**config.mk**
```make
export PLATFORM = sky130hd
export DESIGN_NAME = mem_ref_sequencer
export DESIGN_NICKNAME = d
export VERILOG_FILES = /design/src/rtl/bc_defs.sv /design/src/rtl/mem_ref_sequencer.sv
export SDC_FILE = /design/constraint.sdc
export NUM_CORES = 1
export LEC_CHECK = 0
export ABC_AREA = 1
export BUFFER_PORTS_ARGS = -buffer_cell sky130_fd_sc_hd__buf_2
export CAP_MARGIN = 20
export CORE_MARGIN = 2
export CORE_UTILIZATION = 40
export DETAILED_ROUTE_END_ITERATION = 12
export GPL_TIMING_DRIVEN = 1
export PLACE_DENSITY = 0.72
export SLEW_MARGIN = 20
export SYNTH_ARGS = -nofsm -noshare
export SYNTH_HDL_FRONTEND = slang
export SYNTH_SLANG_ARGS = --single-unit
```
**constraint.sdc**
```tcl
create_clock -name clk -period 1.1 [get_ports clk]
set_clock_uncertainty 0.05 [all_clocks]
set_input_delay 0.165 -clock clk [delete_from_list [all_inputs] [get_ports clk]]
set_output_delay 0.165 -clock clk [all_outputs]
set_load 0.02 [all_outputs]
```
**src/rtl/bc_defs.sv**
```systemverilog
// Shared constants for the basic-computer control path: bus sources, ALU ops,
// memory-reference opcodes and the execute-sequencer state encoding.
package bc_defs;

  localparam logic [2:0] BUS_NONE = 3'b000;
  localparam logic [2:0] BUS_PC   = 3'b001;
  localparam logic [2:0] BUS_AR   = 3'b010;
  localparam logic [2:0] BUS_DR   = 3'b011;
  localparam logic [2:0] BUS_IR   = 3'b100;
  localparam logic [2:0] BUS_AC   = 3'b101;
  localparam logic [2:0] BUS_MEM  = 3'b110;
  localparam logic [2:0] BUS_TR   = 3'b111;

  localparam logic [2:0] ALU_AND  = 3'b000;
  localparam logic [2:0] ALU_ADD  = 3'b001;
  localparam logic [2:0] ALU_LDR  = 3'b010;
  localparam logic [2:0] ALU_NONE = 3'b111;

  typedef enum logic [2:0] {
    OP_AND = 3'b000,
    OP_ADD = 3'b001,
    OP_LDA = 3'b010,
    OP_STA = 3'b011,
    OP_BUN = 3'b100,
    OP_BSA = 3'b101,
    OP_ISZ = 3'b110,
    OP_NON_MRI = 3'b111
  } mri_op_t;

  typedef enum logic [2:0] {
    S_IDLE,
    S_IND,
    S_EX1,
    S_EX2,
    S_EX3
  } mri_state_t;

endpackage

```
**src/rtl/mem_ref_sequencer.sv**
```systemverilog
// Execute-phase sequencer for memory-reference instructions: one optional
// indirect cycle, then up to three micro-op cycles decoded Moore-style.
module mem_ref_sequencer
  import bc_defs::*;
#(
  parameter int unsigned WIDTH = 16
) (
  input  logic       clk,
  input  logic       rst,
  input  logic       start,
  input  logic [2:0] opcode,
  input  logic       i_bit,
  input  logic       dr_zero,
  output logic       busy,
  output logic       done,
  output logic [2:0] bus_sel,
  output logic       ld_ar,
  output logic       inr_ar,
  output logic       ld_pc,
  output logic       inr_pc,
  output logic       ld_dr,
  output logic       inr_dr,
  output logic       ld_ac,
  output logic [2:0] alu_sel,
  output logic       mem_we
);

  if (WIDTH < 12) begin : g_width_check
    $error("WIDTH must be wide enough to carry a 12-bit address");
  end

  mri_state_t state, state_nxt;
  mri_op_t    op_q;
  logic       accept;

  assign accept = (state == S_IDLE) && start && (mri_op_t'(opcode) != OP_NON_MRI);

  always_ff @(posedge clk) begin
    if (rst) begin
      state <= S_IDLE;
      op_q  <= OP_AND;
    end else begin
      state <= state_nxt;
      if (accept) op_q <= mri_op_t'(opcode);
    end
  end

  // i_bit only steers the IDLE exit, so it is consumed at accept time
  // rather than held in a separate register.
  always_comb begin
    state_nxt = state;
    busy      = (state != S_IDLE);
    done      = 1'b0;
    bus_sel   = BUS_NONE;
    alu_sel   = ALU_NONE;
    ld_ar     = 1'b0;
    inr_ar    = 1'b0;
    ld_pc     = 1'b0;
    inr_pc    = 1'b0;
    ld_dr     = 1'b0;
    inr_dr    = 1'b0;
    ld_ac     = 1'b0;
    mem_we    = 1'b0;

    unique case (state)
      S_IDLE: begin
        if (accept) state_nxt = i_bit ? S_IND : S_EX1;
      end

      S_IND: begin
        bus_sel   = BUS_MEM;
        ld_ar     = 1'b1;
        state_nxt = S_EX1;
      end

      S_EX1: begin
        unique case (op_q)
          OP_AND, OP_ADD, OP_LDA, OP_ISZ: begin
            bus_sel   = BUS_MEM;
            ld_dr     = 1'b1;
            state_nxt = S_EX2;
          end
          OP_STA: begin
            bus_sel   = BUS_AC;
            mem_we    = 1'b1;
            done      = 1'b1;
            state_nxt = S_IDLE;
          end
          OP_BUN: begin
            bus_sel   = BUS_AR;
            ld_pc     = 1'b1;
            done      = 1'b1;
            state_nxt = S_IDLE;
          end
          OP_BSA: begin
            bus_sel   = BUS_PC;
            mem_we    = 1'b1;
            inr_ar    = 1'b1;
            state_nxt = S_EX2;
          end
          default: begin
            done      = 1'b1;
            state_nxt = S_IDLE;
          end
        endcase
      end

      S_EX2: begin
        unique case (op_q)
          OP_AND: begin
            alu_sel   = ALU_AND;
            ld_ac     = 1'b1;
            done      = 1'b1;
            state_nxt = S_IDLE;
          end
          OP_ADD: begin
            alu_sel   = ALU_ADD;
            ld_ac     = 1'b1;
            done      = 1'b1;
            state_nxt = S_IDLE;
          end
          OP_LDA: begin
            alu_sel   = ALU_LDR;
            ld_ac     = 1'b1;
            done      = 1'b1;
            state_nxt = S_IDLE;
          end
          OP_BSA: begin
            bus_sel   = BUS_AR;
            ld_pc     = 1'b1;
            done      = 1'b1;
            state_nxt = S_IDLE;
          end
          OP_ISZ: begin
            inr_dr    = 1'b1;
            state_nxt = S_EX3;
          end
          default: begin
            done      = 1'b1;
            state_nxt = S_IDLE;
          end
        endcase
      end

      S_EX3: begin
        bus_sel   = BUS_DR;
        mem_we    = 1'b1;
        inr_pc    = dr_zero;
        done      = 1'b1;
        state_nxt = S_IDLE;
      end

      default: begin
        busy      = 1'b0;
        state_nxt = S_IDLE;
      end
    endcase
  end

endmodule

```
==> results.cfg <==
[outcome]
status = finished, violations left
violations = negative setup slack

[sta]
maxSlewViolCount = 0
period_share = 1.53
worst_pin_slew_ns = 0.198
final.min_clock_period_ns = 1.68
hold_slack_ns = 0.0293
rsz0062_at_grt = true
setup_viol = 21
finalHoldViolCount = 0
setup_ws_ns = -0.578
maxSlewHeadroom = 0.868
fmax_mhz = 596

[floorplanning]
die_w_microns = 40.6
dieArea_sq_um = 1650
io_pins = 24
num_rows = 13
die_h_microns = 40.6
core_area_sq_um = 1270
initial_core_util = 0.422

[drt]
dr_total_vias = 808
routed_wl_mm = 2.27
dr.pass1.iters = 4
wire_per_inst_microns = 14.9
drtIter0Drc = 23
viasPerCell = 5.32
postRouteAntennaNets = 0
drc = 0

[logic_synthesis]
synth_top_area_share = 0.224
yosysSeqAreaShare = 0.224
syn_nets = 108
ys_ff_latch = 6
synth_mux_area_frac = 0
syn_area_per_cell_sq_um = 5.58
synthAdderAreaFrac = 0.0935
ys_top_cells_by_area = dfxtp_1 22%, nand2_1 18%, nor2_1 13%
netlist_instances = 96
synth_top_family_by_area = simple AND/OR/NAND/NOR gates
yosys.cell_types.count = 14
netlist_area_sq_um = 536
synthSimpleGateAreaFrac = 0.493
synth_warnings = 0
synth_compound_area_frac = 0.0421
synth_xor_area_frac = 0
synth_top_area_cell = dfxtp_1

[pwr]
power.density_nw_per_um2 = 1030
internal-power_mw = 0.694
pwr-share-clk = 0.193
p_sw_frac = 0.434
power_frac_comb = 0.568
p_leak_nw = 0.621
ir_drop_v = 0.000880
power.switching_mw = 0.532
pwr-share-seq = 0.240

[place]
gp_congestion = 0.760
placedCellCount = 142
dp_hpwl_mm = 1.10
io_buffers = 23

[grt]
overflow = 0
grt_max_degree = 7
grt_pass1_wl_mm = 2.71
antenna_found_initial = 0
grt_pass1_vias = 656
grtUsageTotal = 0.255

[cells_and_area]
num-fill-cells = 39
syn_to_final_growth_pct = 123
layout_commonest_cell = buf_6
final_nets = 150
final_cell_mix = 21 x buf_6, 15 x nand2_1, 13 x nor2_1, 9 x nand2_4, 9 x inv_1
num_antenna_cells = 0
instances_no_fill = 152
layout-drive-gt1-share = 0.679

[clock_network]
clk_pin_slew_ns = 0.05
cts.sinks = 6
cts_buffer_depth = 2
root_buffer = clkbuf_4
h-tree-depth = 1
cts_tree = yes
ctsHoldBuffers = 0
insertion_delay_ns = 0.26
numCtsBuffers = 3

[run]
maxCapViolCount = 0

[min_path]
hold_path.class = in2reg

[critical_path]
arrival_ns = 1.46
cp-start-kind = flop
critPathKind = reg2out
cp.required_ns = 0.88
worstPathMaxFanout = 5
end_kind = primary output
-- kinds of logic after synthesis --
group / after synthesis
buffers and inverters: 21
adders and majority gates: 4
and+or+nand+nor: 61
AOI/OAI and AO/OA: 4
DFF: 6
-- power by group through the flow --
stage          logic, mW  registers, mW  clock network [mW]
2_1_floorplan      0.320          0.276                   0
3_3_place_gp       0.450          0.279                   0
3_5_place_dp       0.458          0.280                   0
4_1_cts            0.635          0.289               0.222
5_1_grt            0.740          0.296               0.247
6_report           0.696          0.294               0.236
-- flip-flops by register name, summed over array words and instances (netlist names) --
name   flops
op_q       3
state      3
-- path summary, 6_finish.rpt --
kind,cells past startpoint,slack (ns),endpoint,start
setup / recovery,7,-0.58,bus_sel[1],op_q[1]
hold / removal,2,0.03,state[2],rst
setup reg to reg,9,-0.24,state[1],op_q[1]
hold reg to reg,2,0.53,op_q[1],op_q[1]
-- per-stage QoR --
step	cell area, sq um	total power [mW]	worst slack, ns	setup TNS (ns)	utilization
global route	1190	1.28	-0.593	-8.34	0.942
floorplan	671	0.596	-0.121	-1.05	-
finish	1190	1.23	-0.578	-7.62	0.942
detailed placement	877	0.738	-0.259	-3.36	0.691
CTS	1170	1.15	-0.460	-6.23	0.919
global placement	877	0.729	-0.239	-3.06	0.691
-- final cells by class --
type	instances	area [sq um]	area share
timing repair buffer	37	352	0.294
sequential	6	138	0.115
tap	15	18.8	0.0157
multi-input combinational	69	559	0.468
inverter	21	101	0.0848
clock buffer	4	26.3	0.0220
-- layer usage --
metal / vias to the layer above / global-route usage / routed length (microns)
met5: - / 0 / 0
li1: 378 / - / -
met3: 11 / 0.0333 / 134
met2: 51 / 0.548 / 1270
met1: 368 / 0.225 / 774
met4: 0 / 0.100 / 85
-- cell usage after synthesis --
| cell type | instances |
|---|---|
| dfxtp_1 | 6 |
| nor2_4 | 1 |
| inv_1 | 17 |
| nor3_1 | 1 |
| a21oi_1 | 1 |
| inv_2 | 4 |
| o21ai_0 | 2 |
| ha_1 | 4 |
| nor2_1 | 19 |
| nand3_1 | 10 |
| nand3b_1 | 3 |
| nand2_2 | 1 |
| nand2_1 | 26 |
| o21bai_1 | 1 |
-- what timing repair did --
item                       CTS  global route
gates resized for setup     73             8
pin swaps                   13            10
setup endpoints to repair   22            21
buffers inserted             6             3
-- critical path: stages (launching register included) --
cell and delay (ns):
dfxtp_4 0.40, inv_4 0.06, ha_2 0.18, nand2_1 0.11, nand2_1 0.08, nand2_1 0.10
nand3_2 0.10, buf_4 0.17
No activity file was read; power rests on OpenSTA's default activity.
